<file path="src/rtl/tetris_renderer_if.sv">
// tetris_renderer_if
// Bundles the pixel-pipeline signals of the tetris renderer.
//   slave  : the renderer. It takes the pixel position, cell kind, score, flash rows and SRAM data.
//            It drives the cell query, the SRAM addresses and rgb.
//   master : the environment. It covers vga_sync_reg, the playfield store, both SRAMs and the pins.
// Signals:
//   p_tick, visible, pixel_x, pixel_y : pixel timing from vga_sync_reg
//   cell_x, cell_y / cell_kind        : playfield query and answer (answer 1 clk later)
//   score, flash_rows                 : BCD score and per-row flash enables
//   sprite_addr/sprite_data           : sprite SRAM port (1 clk read latency)
//   bg_addr/bg_data                   : background SRAM port (1 clk read latency)
//   rgb                               : registered {R,G,B}
interface tetris_renderer_if #(
  parameter int NUM_DIGITS = 4,
  parameter int BOARD_H    = 20
);
  logic                    p_tick;
  logic                    visible;
  logic [9:0]              pixel_x;
  logic [9:0]              pixel_y;
  logic [4:0]              cell_x;
  logic [4:0]              cell_y;
  logic [3:0]              cell_kind;
  logic [4*NUM_DIGITS-1:0] score;
  logic [BOARD_H-1:0]      flash_rows;
  logic [17:0]             sprite_addr;
  logic [11:0]             sprite_data;
  logic [16:0]             bg_addr;
  logic [11:0]             bg_data;
  logic [11:0]             rgb;

  modport slave (
    input  p_tick, visible, pixel_x, pixel_y, cell_kind, score, flash_rows, sprite_data, bg_data,
    output cell_x, cell_y, sprite_addr, bg_addr, rgb
  );

  modport master (
    output p_tick, visible, pixel_x, pixel_y, cell_kind, score, flash_rows, sprite_data, bg_data,
    input  cell_x, cell_y, sprite_addr, bg_addr, rgb
  );
endinterface

</file>
<file path="src/rtl/tetris_renderer.sv">
// tetris_renderer
// Three-stage pixel pipeline.
//   S1 decodes the board cell, digit region and background address.
//   S2 forms the sprite and background SRAM addresses.
//   S3 composites the SRAM data with the transparency key and the row-flash animation.
//   rgb is loaded from the S3 result on p_tick.
// Ports:
//   clk   : clock
//   reset : synchronous, active-high
//   bus   : tetris_renderer_if.slave (pixel timing, cell query, score, flash rows, SRAM ports, rgb)
module tetris_renderer #(
  parameter int          BOARD_X0    = 220,
  parameter int          BOARD_Y0    = 40,
  parameter int          BOARD_W     = 10,
  parameter int          BOARD_H     = 20,
  parameter int          CELL_PX     = 20,
  parameter int          SCALE       = 2,
  parameter int          NUM_DIGITS  = 4,
  parameter int          DIG_X0      = 128,
  parameter int          DIG_Y0      = 450,
  parameter int          DIG_W       = 5,
  parameter int          DIG_H       = 9,
  parameter int          DIG_GAP     = 2,
  parameter int          BG_W        = 320,
  parameter logic [11:0] KEY         = 12'hFFF,
  parameter logic [11:0] FLASH_COLOR = 12'hEEE,
  parameter int          BLINK_LOG2  = 3
) (
  input logic           clk,
  input logic           reset,
  tetris_renderer_if.slave bus
);

  localparam int S     = CELL_PX / SCALE;
  localparam int SHIFT = $clog2(SCALE);
  localparam int PITCH = (DIG_W + DIG_GAP) * SCALE;
  localparam int FW    = BLINK_LOG2 + 1;
  localparam logic [17:0]   T_ADDR    = 18'(7*S*S + 10*DIG_W*DIG_H);
  localparam logic [9:0]    BX0       = 10'(BOARD_X0);
  localparam logic [9:0]    BX1       = 10'(BOARD_X0 + BOARD_W*CELL_PX);
  localparam logic [9:0]    BY0       = 10'(BOARD_Y0);
  localparam logic [9:0]    BY1       = 10'(BOARD_Y0 + BOARD_H*CELL_PX);
  localparam logic [9:0]    DY0       = 10'(DIG_Y0);
  localparam logic [9:0]    DY1       = 10'(DIG_Y0 + DIG_H*SCALE);
  localparam logic [FW-1:0] FRAME_ONE = FW'(1);

  // S1 combinational decode
  logic        in_board_s, dig_hit_s, flash_bit_s;
  logic [9:0]  bx_s, by_s, dig_ox_s, dig_oy_s;
  logic [4:0]  col_s, row_s;
  logic [3:0]  dig_idx_s;
  logic [16:0] bg_s;
  // S1 registers
  logic        board_s1_r, dig_s1_r, vis_s1_r, flash_s1_r;
  logic [9:0]  ox_s1_r, oy_s1_r, dig_ox_s1_r, dig_oy_s1_r;
  logic [3:0]  dig_idx_s1_r;
  logic [16:0] bg_s1_r;
  // S2 combinational / registers
  logic        kind_ok_s;
  logic [3:0]  nib_s;
  logic [17:0] saddr_s;
  logic        vis_s2_r, flash_s2_r;
  // S3 registers and output mux
  logic          vis_s3_r, flash_s3_r;
  logic [11:0]   rgb_next_s;
  logic [FW-1:0] frame_r;

  // S1 region decode: board cell, digit hit and background address
  always_comb begin
    in_board_s = (bus.pixel_x >= BX0) && (bus.pixel_x < BX1) &&
                 (bus.pixel_y >= BY0) && (bus.pixel_y < BY1);
    // Offsets are only formed inside the board so the subtraction never wraps.
    if (in_board_s) begin
      bx_s = bus.pixel_x - BX0;
      by_s = bus.pixel_y - BY0;
    end else begin
      bx_s = 10'd0;
      by_s = 10'd0;
    end
    col_s       = 5'(bx_s / CELL_PX);
    row_s       = 5'(by_s / CELL_PX);
    flash_bit_s = in_board_s ? bus.flash_rows[row_s] : 1'b0;
    dig_hit_s   = 1'b0;
    dig_idx_s   = 4'd0;
    dig_ox_s    = 10'd0;
    dig_oy_s    = 10'd0;
    for (int i = 0; i < NUM_DIGITS; i++) begin
      if (!dig_hit_s && (bus.pixel_y >= DY0) && (bus.pixel_y < DY1) &&
          (int'(bus.pixel_x) >= DIG_X0 + i*PITCH) &&
          (int'(bus.pixel_x) <  DIG_X0 + i*PITCH + DIG_W*SCALE)) begin
        dig_hit_s = 1'b1;
        dig_idx_s = 4'(i);
        dig_ox_s  = 10'(int'(bus.pixel_x) - DIG_X0 - i*PITCH);
        dig_oy_s  = bus.pixel_y - DY0;
      end else begin
        dig_hit_s = dig_hit_s;
      end
    end
    bg_s = 17'(int'(bus.pixel_y >> SHIFT) * BG_W + int'(bus.pixel_x >> SHIFT));
  end

  // S1 registers: cell query outputs, offsets and region flags
  always_ff @(posedge clk) begin
    if (reset) begin
      bus.cell_x   <= 5'd0;
      bus.cell_y   <= 5'd0;
      ox_s1_r      <= 10'd0;
      oy_s1_r      <= 10'd0;
      board_s1_r   <= 1'b0;
      dig_s1_r     <= 1'b0;
      dig_idx_s1_r <= 4'd0;
      dig_ox_s1_r  <= 10'd0;
      dig_oy_s1_r  <= 10'd0;
      vis_s1_r     <= 1'b0;
      flash_s1_r   <= 1'b0;
      bg_s1_r      <= 17'd0;
    end else begin
      bus.cell_x   <= col_s;
      bus.cell_y   <= row_s;
      ox_s1_r      <= 10'(bx_s % CELL_PX);
      oy_s1_r      <= 10'(by_s % CELL_PX);
      board_s1_r   <= in_board_s;
      dig_s1_r     <= dig_hit_s;
      dig_idx_s1_r <= dig_idx_s;
      dig_ox_s1_r  <= dig_ox_s;
      dig_oy_s1_r  <= dig_oy_s;
      vis_s1_r     <= bus.visible;
      flash_s1_r   <= flash_bit_s;
      bg_s1_r      <= bg_s;
    end
  end

  // S2 sprite address: the board wins over digits; a blank or invalid entry points at the KEY word
  always_comb begin
    kind_ok_s = (bus.cell_kind >= 4'd1) && (bus.cell_kind <= 4'd7);
    nib_s     = 4'd0;
    for (int i = 0; i < NUM_DIGITS; i++) begin
      if (dig_idx_s1_r == 4'(i)) begin
        nib_s = bus.score[4*(NUM_DIGITS-1-i) +: 4];
      end else begin
        nib_s = nib_s;
      end
    end
    if (board_s1_r) begin
      if (kind_ok_s) begin
        saddr_s = 18'((int'(bus.cell_kind) - 1)*S*S +
                      int'(oy_s1_r >> SHIFT)*S + int'(ox_s1_r >> SHIFT));
      end else begin
        saddr_s = T_ADDR;
      end
    end else if (dig_s1_r) begin
      if (nib_s <= 4'd9) begin
        saddr_s = 18'(7*S*S + int'(nib_s)*DIG_W*DIG_H +
                      int'(dig_oy_s1_r >> SHIFT)*DIG_W + int'(dig_ox_s1_r >> SHIFT));
      end else begin
        saddr_s = T_ADDR;
      end
    end else begin
      saddr_s = T_ADDR;
    end
  end

  // S2 registers: SRAM addresses plus delayed visible/flash qualifiers
  always_ff @(posedge clk) begin
    if (reset) begin
      bus.sprite_addr <= T_ADDR;
      bus.bg_addr     <= 17'd0;
      vis_s2_r        <= 1'b0;
      flash_s2_r      <= 1'b0;
    end else begin
      bus.sprite_addr <= saddr_s;
      bus.bg_addr     <= bg_s1_r;
      vis_s2_r        <= vis_s1_r;
      flash_s2_r      <= flash_s1_r && board_s1_r && kind_ok_s;
    end
  end

  // S3 registers: qualifiers aligned with the SRAM read data
  always_ff @(posedge clk) begin
    if (reset) begin
      vis_s3_r   <= 1'b0;
      flash_s3_r <= 1'b0;
    end else begin
      vis_s3_r   <= vis_s2_r;
      flash_s3_r <= flash_s2_r;
    end
  end

  // Frame counter: advances once per frame at the (0,0) pixel; its MSB is the flash phase
  always_ff @(posedge clk) begin
    if (reset) begin
      frame_r <= '0;
    end else if (bus.p_tick && (bus.pixel_x == 10'd0) && (bus.pixel_y == 10'd0)) begin
      frame_r <= frame_r + FRAME_ONE;
    end else begin
      frame_r <= frame_r;
    end
  end

  // S3 compositing: blanking, then flash, then opaque sprite, then background
  always_comb begin
    if (!vis_s3_r) begin
      rgb_next_s = 12'h000;
    end else if (flash_s3_r && frame_r[BLINK_LOG2]) begin
      rgb_next_s = FLASH_COLOR;
    end else if (bus.sprite_data != KEY) begin
      rgb_next_s = bus.sprite_data;
    end else begin
      rgb_next_s = bus.bg_data;
    end
  end

  // Output register: rgb follows the pixel strobe
  always_ff @(posedge clk) begin
    if (reset) begin
      bus.rgb <= 12'h000;
    end else if (bus.p_tick) begin
      bus.rgb <= rgb_next_s;
    end else begin
      bus.rgb <= bus.rgb;
    end
  end

endmodule

</file>
<file path="src/flat_wrapper.sv">
// flat-port wrapper written by rule: the top's interface ports become plain ports
module tetris_renderer_flat 
#(
  parameter int          BOARD_X0    = 220,
  parameter int          BOARD_Y0    = 40,
  parameter int          BOARD_W     = 10,
  parameter int          BOARD_H     = 20,
  parameter int          CELL_PX     = 20,
  parameter int          SCALE       = 2,
  parameter int          NUM_DIGITS  = 4,
  parameter int          DIG_X0      = 128,
  parameter int          DIG_Y0      = 450,
  parameter int          DIG_W       = 5,
  parameter int          DIG_H       = 9,
  parameter int          DIG_GAP     = 2,
  parameter int          BG_W        = 320,
  parameter logic [11:0] KEY         = 12'hFFF,
  parameter logic [11:0] FLASH_COLOR = 12'hEEE,
  parameter int          BLINK_LOG2  = 3
)
  (clk, reset, bus_p_tick, bus_visible, bus_pixel_x, bus_pixel_y, bus_cell_kind, bus_score, bus_flash_rows, bus_sprite_data, bus_bg_data, bus_cell_x, bus_cell_y, bus_sprite_addr, bus_bg_addr, bus_rgb);
  tetris_renderer_if #(.NUM_DIGITS(NUM_DIGITS), .BOARD_H(BOARD_H)) bus_i ();
  input logic clk;
  input logic reset;
  input wire logic [$bits(bus_i.p_tick)-1:0] bus_p_tick;
  input wire logic [$bits(bus_i.visible)-1:0] bus_visible;
  input wire logic [$bits(bus_i.pixel_x)-1:0] bus_pixel_x;
  input wire logic [$bits(bus_i.pixel_y)-1:0] bus_pixel_y;
  input wire logic [$bits(bus_i.cell_kind)-1:0] bus_cell_kind;
  input wire logic [$bits(bus_i.score)-1:0] bus_score;
  input wire logic [$bits(bus_i.flash_rows)-1:0] bus_flash_rows;
  input wire logic [$bits(bus_i.sprite_data)-1:0] bus_sprite_data;
  input wire logic [$bits(bus_i.bg_data)-1:0] bus_bg_data;
  output wire logic [$bits(bus_i.cell_x)-1:0] bus_cell_x;
  output wire logic [$bits(bus_i.cell_y)-1:0] bus_cell_y;
  output wire logic [$bits(bus_i.sprite_addr)-1:0] bus_sprite_addr;
  output wire logic [$bits(bus_i.bg_addr)-1:0] bus_bg_addr;
  output wire logic [$bits(bus_i.rgb)-1:0] bus_rgb;
  assign bus_i.p_tick = bus_p_tick;
  assign bus_i.visible = bus_visible;
  assign bus_i.pixel_x = bus_pixel_x;
  assign bus_i.pixel_y = bus_pixel_y;
  assign bus_i.cell_kind = bus_cell_kind;
  assign bus_i.score = bus_score;
  assign bus_i.flash_rows = bus_flash_rows;
  assign bus_i.sprite_data = bus_sprite_data;
  assign bus_i.bg_data = bus_bg_data;
  assign bus_cell_x = bus_i.cell_x;
  assign bus_cell_y = bus_i.cell_y;
  assign bus_sprite_addr = bus_i.sprite_addr;
  assign bus_bg_addr = bus_i.bg_addr;
  assign bus_rgb = bus_i.rgb;
  tetris_renderer #(.BOARD_X0(BOARD_X0), .BOARD_Y0(BOARD_Y0), .BOARD_W(BOARD_W), .BOARD_H(BOARD_H), .CELL_PX(CELL_PX), .SCALE(SCALE), .NUM_DIGITS(NUM_DIGITS), .DIG_X0(DIG_X0), .DIG_Y0(DIG_Y0), .DIG_W(DIG_W), .DIG_H(DIG_H), .DIG_GAP(DIG_GAP), .BG_W(BG_W), .KEY(KEY), .FLASH_COLOR(FLASH_COLOR), .BLINK_LOG2(BLINK_LOG2)) u_core (.clk(clk), .reset(reset), .bus(bus_i));
endmodule
</file>
<file path="config.mk">
export PLATFORM = sky130hd
export DESIGN_NAME = tetris_renderer_flat
export DESIGN_NICKNAME = d
export VERILOG_FILES = /design/src/rtl/tetris_renderer_if.sv /design/src/rtl/tetris_renderer.sv /design/src/flat_wrapper.sv
export SDC_FILE = /design/constraint.sdc
export NUM_CORES = 1
export LEC_CHECK = 0
export ABC_AREA = 0
export CORE_MARGIN = 1.5
export CORE_UTILIZATION = 34
export CTS_CLUSTER_SIZE = 24
export DETAILED_ROUTE_END_ITERATION = 8
export SKIP_LAST_GASP = 1
export SLEW_MARGIN = 20
export SYNTH_ARGS = -nofsm -noshare
export SYNTH_HDL_FRONTEND = slang
export SYNTH_SLANG_ARGS = --single-unit
</file>
<file path="constraint.sdc">
create_clock -name clk -period 7.05 [get_ports clk]
set_clock_uncertainty 0.15 [all_clocks]
set_input_delay 0.705 -clock clk [delete_from_list [all_inputs] [get_ports clk]]
set_output_delay 0.705 -clock clk [all_outputs]
set_load 0.005 [all_outputs]
</file>
==> flow_metrics.tcl <==
set metrics [dict create \
    hold_viol_final 0 \
    syn_area_um2 10700 \
    clock_path_buffers 2 \
    power.density_nw_per_um2 188 \
    async_flop_share_pct 0 \
    yosysMostFrequentCell "ha_1" \
    crit_required_ns 7.17 \
    wl_met2_um 13200 \
    max_freq_mhz 159 \
    maxUsedRoutingLayer "met4" \
    post_cts_buffers 0 \
    drc 3 \
    dieArea_um2 32500 \
    cap_violations 0 \
    nets 1686 \
    htreeDepth 4 \
    ctsResizeCount 0 \
    period_needed_ns 6.27 \
    layout.filler_cells 3082 \
    reg2reg_depth 21 \
    first_iter_violations 579 \
    grt_max_degree 97 \
    cts_num_sinks 124 \
    wl_met3_um 1340 \
    worstPathArrival_ns 6.39 \
    yosysSeqAreaShare_pct 23.2 \
    cts_buffers 17 \
    via_per_inst 5.11 \
    ir_worst_vdd_mv 0.159 \
    fin_crit_sh_pct 89.0 \
    p_leak_nw 5.81 \
    core-area_um2 30700 \
    hold_class "flip-flop to flip-flop" \
    layout-drive-gt1-share_pct 7.29 \
    synth_enable_flop_cells 0 \
    tightestPinTransition_ns 0.984 \
    place_congestion 0.904 \
    clk_pin_slew_ns 0.06 \
    io_buffers 144 \
    die_h_um 180 \
    placed_cell_area_um2 12700 \
    fp.dieW_um 180 \
    crit_type "input port to flip-flop" \
    firstDrtPassIters 9 \
    synth_nets 1533 \
    setup_viol 0 \
    pin_count 145 \
    ant_nets 0 \
    cts_tree "built" \
    cts_hold_buf 0 \
    r2r_end "u_core.bus.sprite_addr[12]$_SDFF_PP0_" \
    clock_latency_ns 0.43 \
    wirelength_um 27600 \
    start_kind "input port" \
    power_mw 2.49 \
    grt_usage_pct 17.3 \
    antenna_found_initial 0 \
    grt_pass1_wl_um 45900 \
    reg2reg_from "u_core.dig_idx_s1_r[0]$_SDFF_PP0_" \
    violations "DRC" \
    diodes 0 \
    root_buffer "clkbuf_16" \
    wl_per_cell_um 15.2 \
    synth_top_area_share_pct 23.2 \
    tns_ns 0 \
    synth_top_area_cell "dfxtp_1" \
    hold_depth 1 \
    end_kind "flip-flop" \
    ys_top_cells_by_area "dfxtp_1 23%, ha_1 18%, fa_1 6.4%" \
    wl_met1_um 12500 \
    syn2layout_area_growth_pct 24.0 \
    yosys_warnings 0 \
    synth_common_cells "150 x ha_1, 124 x dfxtp_1, 119 x inv_1" \
    hpwlAfterDp_um 22200 \
    slew_headroom_pct 33.9 \
    rrSetupSlack_ns 0.92 \
    crit_fanout 4 \
    min_to "u_core.vis_s3_r$_SDFF_PP0_" \
    rows 64 \
    finalInstanceArea_um2 13200 \
    ys_types 87 \
    slew_violations 0 \
    min-delay-start "u_core.vis_s2_r$_SDFF_PP0_" \
    ys_seq_elements 124 \
    via_count 9306 \
    rsz0062_at_grt "false" \
    grt_pass1_vias 9191 \
    netlist_instances 1261 \
    synth_top_flop_cell "dfxtp_1" \
    start_util_pct 34.7 \
    grt_overflow 0 \
    status "complete, but fails checks" \
    synth.avg_cell_area_um2 8.47 \
]
-- cells in the final DEF (no fill, tap or decap), types with 7 or more instances in the layout --
cell             count
o211ai_1            11
and3_1              12
clkdlybuf4s50_1    143
a21o_1              21
buf_4               34
nor2b_1             48
or3_1                8
mux2i_1              9
xor2_1              32
nand3_1             33
a31oi_1             10
fa_1                34
nand4_1              8
a22oi_1              7
nand2b_1            24
nand2_1             75
nor2_1             103
xnor2_1             62
ha_1               150
a211oi_1            12
dfxtp_1            124
a21oi_1             92
o21ai_0             58
and2_1               9
o21bai_1            14
inv_1              119
clkbuf_16           17
nor3_1              25
-- logic make-up after synthesis --
family / synth area share (%)
adders and majority gates: 24.0
buffers and inverters: 5.99
AOI/OAI and AO/OA: 18.9
DFF: 23.2
muxes: 2.11
and+or+nand+nor: 17.8
xor gates and xnor gates: 7.97
-- where the power goes --
group	leakage [nW]	switching [mW]	internal, mW
clock	0.256	0.345	0.492
sequential	1.01	0.0111	0.732
combinational	4.55	0.497	0.417
total	5.81	0.853	1.64
-- registers in the layout, indices dropped and copies added, names as in the netlist, 2 cells and up --
register and cells:
u_core.bg_s1_r 17, u_core.bus.cell_y 5, u_core.dig_oy_s1_r 9, u_core.dig_ox_s1_r 9, u_core.bus.sprite_addr 18, u_core.bus.rgb 12, u_core.dig_idx_s1_r 2, u_core.ox_s1_r 9
u_core.frame_r 4, u_core.bus.cell_x 5, u_core.bus.bg_addr 17, u_core.oy_s1_r 9
-- worst max-delay path: stages --
cell             delay, ns
clkdlybuf4s50_1       0.39
mux4_2                0.53
ha_1                  0.33
ha_1                  0.23
fa_1                  0.54
fa_1                  0.52
inv_1                 0.06
fa_1                  0.52
inv_1                 0.05
fa_1                  0.47
ha_1                  0.34
nor2b_1               0.14
o21ai_0               0.16
nand2b_1              0.12
a21o_1                0.20
a21o_1                0.19
a21oi_1               0.14
o21bai_1              0.10
a21o_1                0.19
a21oi_1               0.17
xor2_1                0.17
o22ai_1               0.11
-- worst max path at each step --
| stage | from | end | slack (ns) | cells past startpoint |
|---|---|---|---|---|
| after floorplan | bus_pixel_x[3] | u_core.flash_s1_r$_SDFF_PP0_ | 0.84 | 26 |
| final | bus_score[3] | u_core.bus.sprite_addr[12]$_SDFF_PP0_ | 0.78 | 22 |
| after global routing | bus_score[15] | u_core.bus.sprite_addr[13]$_SDFF_PP0_ | 0.37 | 22 |
| after detailed placement | bus_score[3] | u_core.bus.sprite_addr[12]$_SDFF_PP0_ | 0.36 | 22 |
| after CTS | bus_score[3] | u_core.bus.sprite_addr[12]$_SDFF_PP0_ | 0.80 | 22 |
| after global placement | bus_score[3] | u_core.bus.sprite_addr[12]$_SDFF_PP0_ | 0.52 | 22 |
-- cell type report --
type,count,area (um2),share of cell area (%)
Sequential cell,124,2480,18.8
Timing Repair Buffer,177,1690,12.7
Tap cell,396,495,3.74
Clock inverter,13,120,0.908
Multi-Input combinational cell,974,7560,57.1
Inverter,120,450,3.40
Clock buffer,18,439,3.32
-- metal layers --
layer  GRT usage (%)  vias to the layer above
met2            29.3                      243
met5               0                        -
met4            6.18                        0
met1            21.8                     4307
met3            3.19                       46
li1                -                     4710
-- per-stage QoR --
stage / cells / utilization, % / setup slack, ns / hold slack [ns]
after floorplan: 1261 / - / 0.835 / 0.256
after global placement: 1791 / 41.2 / 0.520 / 0.267
after detailed placement: 1791 / 41.2 / 0.363 / 0.270
after CTS: 1822 / 43.0 / 0.804 / 0.284
after global routing: 1822 / 43.0 / 0.372 / 0.309
final: 1822 / 43.0 / 0.777 / 0.285
Power figures use the tool's default switching activity.
